<file path="config.mk">
export PLATFORM = sky130hd
export DESIGN_NAME = seg7_capture
export DESIGN_NICKNAME = d
export VERILOG_FILES = /design/src/rtl/seg7_capture.sv
export SDC_FILE = /design/constraint.sdc
export NUM_CORES = 1
export LEC_CHECK = 0
export ABC_AREA = 1
export CELL_PAD_IN_SITES_DETAIL_PLACEMENT = 1
export CELL_PAD_IN_SITES_GLOBAL_PLACEMENT = 1
export CORE_MARGIN = 5
export CORE_UTILIZATION = 45
export DETAILED_ROUTE_END_ITERATION = 8
export PLACE_DENSITY_LB_ADDON = 0.25
export SLEW_MARGIN = 10
export SYNTH_ARGS = -nofsm -noshare
export SYNTH_HDL_FRONTEND = slang
export SYNTH_SLANG_ARGS = --single-unit
</file>
<file path="constraint.sdc">
create_clock -name clk -period 13.2 [get_ports clk]
set_clock_uncertainty 0.05 [all_clocks]
set_input_delay 1.98 -clock clk [delete_from_list [all_inputs] [get_ports clk]]
set_output_delay 1.98 -clock clk [all_outputs]
set_load 0.01 [all_outputs]
</file>
<file path="src/rtl/seg7_capture.sv">
// Receiving end of a multiplexed active-low 7-segment bus: recovers the four
// displayed digits, decodes them into a number or the "Err" pattern, and flags a stalled driver.
module seg7_capture #(
  parameter int STABLE_CYCLES  = 4,
  parameter int TIMEOUT_CYCLES = 262144
) (
  input  logic        clk,
  input  logic        reset,
  input  logic [6:0]  seg,
  input  logic [3:0]  an,
  output logic [13:0] value,
  output logic        show_error,
  output logic [15:0] digits,
  output logic        frame_valid,
  output logic        decode_err,
  output logic        stalled
);

  localparam int SW = $clog2(STABLE_CYCLES + 1);
  localparam int IW = $clog2(TIMEOUT_CYCLES + 1);

  logic [6:0]    s_seg, p_seg;
  logic [3:0]    s_an, p_an;
  logic [SW-1:0] stab_cnt, stab_next;
  logic [IW-1:0] idle_cnt, idle_next;
  logic [15:0]   slots;
  logic [3:0]    mask, mask_next;

  logic          legal, same, capture, complete, timeout_hit;
  logic [1:0]    sel_idx;
  logic [3:0]    sel_bit;
  logic [3:0]    glyph_code;
  logic          is_err_frame, all_decimal;
  logic [13:0]   dec_value;

  // Select decode: exactly one active-low enable identifies the digit slot.
  always_comb begin
    legal   = 1'b1;
    sel_idx = 2'd0;
    case (s_an)
      4'b1110: sel_idx = 2'd0;
      4'b1101: sel_idx = 2'd1;
      4'b1011: sel_idx = 2'd2;
      4'b0111: sel_idx = 2'd3;
      default: legal = 1'b0;
    endcase
    sel_bit = 4'b0001 << sel_idx;
  end

  always_comb begin
    case (s_seg)
      7'b1000000: glyph_code = 4'd0;
      7'b1111001: glyph_code = 4'd1;
      7'b0100100: glyph_code = 4'd2;
      7'b0110000: glyph_code = 4'd3;
      7'b0011001: glyph_code = 4'd4;
      7'b0010010: glyph_code = 4'd5;
      7'b0000010: glyph_code = 4'd6;
      7'b1111000: glyph_code = 4'd7;
      7'b0000000: glyph_code = 4'd8;
      7'b0010000: glyph_code = 4'd9;
      7'b0000110: glyph_code = 4'd10;
      7'b0101111: glyph_code = 4'd11;
      7'b1111111: glyph_code = 4'd12;
      default:    glyph_code = 4'd15;
    endcase
  end

  // Capture fires only on the step where the counter first reaches STABLE_CYCLES.
  always_comb begin
    same    = (s_seg == p_seg) && (s_an == p_an);
    capture = legal && same && (stab_cnt == SW'(STABLE_CYCLES - 1));
    if (!same || !legal)
      stab_next = SW'(1);
    else if (stab_cnt != SW'(STABLE_CYCLES))
      stab_next = stab_cnt + SW'(1);
    else
      stab_next = stab_cnt;
  end

  always_comb begin
    timeout_hit = !capture && (idle_cnt == IW'(TIMEOUT_CYCLES - 1));
    if (capture)
      idle_next = '0;
    else if (idle_cnt != IW'(TIMEOUT_CYCLES))
      idle_next = idle_cnt + IW'(1);
    else
      idle_next = idle_cnt;
    complete  = (mask == 4'hF);
    mask_next = ((complete || timeout_hit) ? 4'h0 : mask) | (capture ? sel_bit : 4'h0);
  end

  always_comb begin
    is_err_frame = (slots == 16'hABBC);
    all_decimal  = (slots[3:0] <= 4'd9) && (slots[7:4] <= 4'd9) &&
                   (slots[11:8] <= 4'd9) && (slots[15:12] <= 4'd9);
    dec_value    = 14'(slots[15:12]) * 14'd1000 + 14'(slots[11:8]) * 14'd100 +
                   14'(slots[7:4]) * 14'd10 + 14'(slots[3:0]);
  end

  always_ff @(posedge clk) begin
    if (reset) begin
      s_seg       <= '1;
      s_an        <= '1;
      p_seg       <= '1;
      p_an        <= '1;
      stab_cnt    <= '0;
      idle_cnt    <= '0;
      slots       <= '0;
      mask        <= '0;
      value       <= '0;
      show_error  <= 1'b0;
      digits      <= '0;
      frame_valid <= 1'b0;
      decode_err  <= 1'b0;
      stalled     <= 1'b0;
    end else begin
      s_seg       <= seg;
      s_an        <= an;
      p_seg       <= s_seg;
      p_an        <= s_an;
      stab_cnt    <= stab_next;
      idle_cnt    <= idle_next;
      mask        <= mask_next;
      frame_valid <= complete;
      if (capture)
        slots[4*sel_idx +: 4] <= glyph_code;
      if (capture)
        stalled <= 1'b0;
      else if (timeout_hit)
        stalled <= 1'b1;
      // A completed frame uses the slot contents as they stood before any same-cycle capture.
      if (complete) begin
        digits <= slots;
        if (is_err_frame) begin
          show_error <= 1'b1;
          decode_err <= 1'b0;
          value      <= '0;
        end else if (all_decimal) begin
          show_error <= 1'b0;
          decode_err <= 1'b0;
          value      <= dec_value;
        end else begin
          show_error <= 1'b0;
          decode_err <= 1'b1;
        end
      end
    end
  end

endmodule

</file>
# ---- Word-level counts from Yosys, hierarchy flattened
# Cells that the tools add are included.
dict set report classes {
  n_addsub 6
  n_mul 3
  magnitude_cmp 4
  n_eq_ne 24
  n_shift 3
  muxes 13
  n_bitwise 1
  n_reduce_logical 19
}
# operator n
set ops {}
lappend ops {{$pmux W4 S13} 1}
lappend ops {{$neg A4 Y34} 1}
lappend ops {{$shift A4 B34 Y16 const A} 1}
lappend ops {{$shiftx A4 B34 Y16} 1}
lappend ops {{$eq A7 B7 Y1 const B} 4}
lappend ops {{$mux W14} 2}
lappend ops {{$eq A7 B5 Y1 const B} 3}
lappend ops {{$eq A7 B6 Y1 const B} 3}
lappend ops {{$add A19 B1 Y19 const B} 1}
lappend ops {{$eq A19 B18 Y1 const B} 1}
lappend ops {{$ne A19 B19 Y1 const B} 1}
lappend ops {{$bwmux W16} 1}
lappend ops {{$eq A16 B16 Y1 const B} 1}
lappend ops {{$eq A4 B4 Y1 const B} 4}
lappend ops {{$le A4 B4 Y1 const B} 4}
lappend ops {{$add A14 B11 Y14} 1}
lappend ops {{$add A14 B4 Y14} 1}
lappend ops {{$add A14 B8 Y14} 1}
lappend ops {{$mul A4 B7 Y11 const B} 1}
lappend ops {{$mul A4 B5 Y9 const B} 1}
lappend ops {{$mux W4} 2}
lappend ops {{$eq A7 B2 Y1 const B} 1}
lappend ops {{$eq A7 B3 Y1 const B} 1}
lappend ops {{$eq A7 B7 Y1} 1}
lappend ops {{other kinds (18)} 34}
dict set report word_totals {
  register_bits 98
  input_bits 13
  output_inout_bits 34
  wordCells 88
}

# ---- Logic depth before layout (Yosys ltp)
dict set report depth {
  ltp_word 10
  depth_mapped 19
  mapped_depth_nobuf 19
}

# ---- Worst setup path before layout
# No wires, ideal clock.
dict set report synth_timing {
  path_type {reg-to-reg}
  from {reg slots[13]}
  to {reg value[12]}
  setup_time_ps 113
  arrival_time_ps 4026
  required_time_ps 13037
  slack_ps 9010
  path_stages_with_launch 20
  n_path_buf 0
  period_less_slack_ps 4190
  path_cell_list {dfxtp_1 fa_1 inv_1 fa_1 inv_1 ha_1 nand2_1 o21ai_0 xor2_1 inv_1 ha_1 ha_1 ha_1 nand2_1 nor2_1 a211oi_1 o21ai_0 or2_2 nand3_1 nand2_1}
}
dict set report synth_via {
  elab_chain_len 6
  elab_cells_between_ends 11
  classes_between {add/sub: 3; mul: 1; order compare: 1; eq/ne: 1; mux: 2; reduce/logical: 3}
}
# element line
set synth_rtl {}
lappend synth_rtl {{start, declared} 26} ;# logic [15:0] slots;
lappend synth_rtl {{start signal, assigned by index} 127} ;# slots[4*sel_idx +: 4] <= glyph_code;
lappend synth_rtl {{$mul A4 B7 Y11} 97} ;# dec_value = 14'(slots[15:12]) * 14'd1000 + 14'(slots[11:8]) * 14'd100 +
lappend synth_rtl {{$add A14 B11 Y14} 97}
lappend synth_rtl {{$add A14 B8 Y14} 97}
lappend synth_rtl {{$add A14 B4 Y14} 98} ;# 14'(slots[7:4]) * 14'd10 + 14'(slots[3:0]);
lappend synth_rtl {{$mux W14} 139} ;# end else if (all_decimal) begin
lappend synth_rtl {{$mux W14} 135} ;# if (is_err_frame) begin
lappend synth_rtl {{end signal, assigned} 142} ;# value <= dec_value;
lappend synth_rtl {{end, declared} 11} ;# output logic [13:0] value,
# Parallel ways exist; a longest one is shown, timed or not. The select of a mux whose other input is x is not followed.
# A chain may end at the register's enable or synchronous reset.

# ---- Worst setup path after layout
# Same ends and word-level chain as after synthesis.

==> flow_metrics.tcl <==
set metrics [dict create \
    ir_drop_v 0.0000704 \
    p_leak_nw 3.24 \
    overflow 0 \
    post_cts_resized 0 \
    synth_seq_cells 98 \
    setup_viol 0 \
    fp.dieW_um 126 \
    fmax_ghz 0.215 \
    dp_hpwl_mm 12.1 \
    h-tree-depth 3 \
    use_met3 0.0330 \
    clkSlewWorstSetupHoldPaths_ns 0.07 \
    slew_viol_final 0 \
    ios 47 \
    path_class "reg2reg" \
    num_vias 5220 \
    r2r_end "value[12]" \
    grt_pass1_vias 5646 \
    drive_gt1_frac 0.0774 \
    synth.area.mux_share 0 \
    core_area_um2 13200 \
    place_congestion 0.852 \
    holdBufCountCts 0 \
    use_met1 0.248 \
    final_util 0.526 \
    post_drt_wl_per_cell_um 15.2 \
    status "finished, final reports clean" \
    syn_to_final_growth_pct 15.0 \
    max_slew_margin 0.376 \
    grt_max_degree 40 \
    place_ws_ns 8.55 \
    routed_wl_mm 15.4 \
    antenna_cells 0 \
    synth_top_family_by_area "simple AND/OR/NAND/NOR gates" \
    numCtsBuffers 9 \
    cts_tree "built" \
    fp-row-count 42 \
    cp_data_required_time_ns 13.40 \
    ys_seq_area_frac 0.325 \
    switching_share 0.257 \
    nets 930 \
    r2r_cells 19 \
    numClockSinks 98 \
    end_kind "flip-flop" \
    die-area_um2 15800 \
    start_util 0.458 \
    synth_compound_area_frac 0.0967 \
    power_switching_mw 0.154 \
    clock_path_buffers 2 \
    finalSetupTns_ns 0 \
    pwr-share-seq 0.507 \
    synth_cell_type_count 46 \
    die_h_um 126 \
    powerDensity_nw_per_um2 86.5 \
    synth_warnings 0 \
    syn_inst 791 \
    cts_root_buf "clkbuf_16" \
    yosys.area_share.simple 0.277 \
    drc 0 \
    setup_ws_ns 8.55 \
    p_clk_frac 0.426 \
    avgSynthCellArea_um2 7.64 \
    rr_startpoint "slots[13]" \
    worstPathArrival_ns 4.85 \
    combPwrFrac 0.066 \
    drt_iter0_drc 272 \
    grt_setup_unrepaired "no" \
    synthAdderAreaFrac 0.191 \
    power.internal_mw 0.446 \
    min_path_type "reg2reg" \
    post-route-period-util 0.352 \
    final_antenna_net_count 0 \
    power.total_mw 0.600 \
    grt_pass1_wl_mm 26.6 \
    antenna_found_initial 0 \
    port_buffers 46 \
    drv_cap 0 \
    grtUsageMet2 0.358 \
    final_hold_viol_count 0 \
    path_max_fanout 7 \
    via_per_inst 5.14 \
    setup.worst_path.start "slots[13]" \
    period_minus_slack_ns 4.65 \
    syn_area_um2 6040 \
    synth_xor_area_frac 0.0389 \
    dr.pass1.iters 4 \
    endpoint "value[12]" \
    post_cts_buffers 0 \
    tightest_slew_ns 0.935 \
    syn_nets 886 \
    clock_latency_ns 0.36 \
    grt_busiest_layer "met2" \
    track_usage 0.202 \
    start_kind "flip-flop" \
    ff2ff_setup_slack_ns 8.55 \
]
==> power groups by stage <==
stage	Combinational, mW	Sequential (mW)	Clock (mW)
6_report	0.0399	0.304	0.256
5_1_grt	0.0452	0.305	0.276
4_1_cts	0.0404	0.304	0.263
3_5_place_dp	0.0402	0.311	0
3_3_place_gp	0.0386	0.311	0
2_1_floorplan	0.0304	0.310	0
==> critical path: stages (launching register included) <==
cell	delay (ns)
dfxtp_1	0.38
fa_1	0.64
inv_1	0.11
fa_1	0.51
inv_1	0.05
ha_1	0.35
nand2_1	0.07
o21ai_0	0.29
xor2_1	0.17
inv_1	0.06
ha_1	0.30
ha_1	0.31
ha_1	0.38
nand2_1	0.10
nor2_1	0.04
a211oi_1	0.17
o21ai_0	0.16
or2_2	0.30
nand3_1	0.07
nand2_1	0.05
==> cells in the mapped netlist, drive strengths merged <==
library cell | instances | area (um2)
a211oi | 6 | 50.1
a21boi | 1 | 7.51
a21o | 2 | 15.0
a21oi | 57 | 293
a31oi | 4 | 31.3
and2 | 2 | 12.5
and3 | 2 | 12.5
buf | 7 | 48.8
clkbuf | 8 | 30.0
clkinv | 2 | 7.51
dfxtp | 98 | 1960
fa | 17 | 340
ha | 65 | 813
inv | 93 | 349
nand2 | 157 | 609
nand3 | 50 | 268
nand3b | 1 | 7.51
nand4 | 12 | 93.8
nor2 | 114 | 474
nor2b | 1 | 6.26
nor3 | 11 | 60.1
nor3b | 2 | 20.0
o21a | 2 | 15.0
o21ai | 33 | 165
o31ai | 1 | 7.51
or2 | 17 | 106
xnor2 | 15 | 139
xor2 | 11 | 96.3
==> cells in the final DEF (no fill, tap or decap), types with 2 or more instances in the layout <==
cell type          n
a211oi_1           5
a21o_1             2
a21oi_1           55
a21oi_2            2
a31oi_1            3
and2_1             2
and3_1             2
buf_4              2
clkbuf_16          9
clkdlybuf4s50_1   46
clkinv_1           2
clkinv_4           2
dfxtp_1           98
fa_1              17
ha_1              65
inv_1             88
inv_2              5
inv_8              2
nand2_1          151
nand2_2            5
nand3_1           48
nand4_1            9
nand4_2            3
nor2_1           107
nor2_2             3
nor2_4             3
nor3_1            10
o21a_1             2
o21ai_0           33
or2_2             17
xnor2_1           14
xor2_1            11
==> state kept, by name (all words and copies together), names as in the netlist <==
register     cells
decode_err       1
digits          16
frame_valid      1
idle_cnt        19
mask             4
p_an             4
p_seg            7
s_an             4
s_seg            7
show_error       1
slots           16
stab_cnt         3
stalled          1
value           14
==> cells by family after synthesis <==
kind of cell             after synthesis
flip-flops                            98
adder cells (fa/ha/maj)               82
AND/OR/NAND/NOR                      369
XOR/XNOR                              26
AO/OA/AOI/OAI                        106
buffers and inverters                110
==> routing by layer <==
layer / share of wire / up-vias
li1: - / 2635
met1: 0.46 / 2492
met2: 0.49 / 70
met3: 0.029 / 23
met4: 0.018 / 0
met5: 0 / -
==> metrics by stage <==
step	cell area (um2)	std cells	hold WS [ns]
floorplan	6040	791	0.407
global placement	6660	1000	0.384
detailed placement	6660	1000	0.381
CTS	6940	1016	0.398
global route	6940	1016	0.431
finish	6940	1016	0.396
==> final cells by class <==
class,count,area [um2]
repair buffers,48,475
clock inverters,7,61.3
clock buffers,9,225
inverters,95,357
well taps,176,220
fillers,1653,6250
flip-flops and latches,98,1960
multi-input cells,583,3640
==> worst min path at each step <==
stage           startpoint          end  slack, ns  cells after the start
3_3_place_gp      value[4]     value[4]       0.38                      2
3_5_place_dp      value[4]     value[4]       0.38                      2
2_1_floorplan  idle_cnt[3]  idle_cnt[3]       0.41                      2
4_1_cts           value[4]     value[4]       0.40                      2
5_1_grt           value[4]     value[4]       0.43                      2
6_report          value[4]     value[4]       0.40                      2
Power figures use the tool's default switching activity.
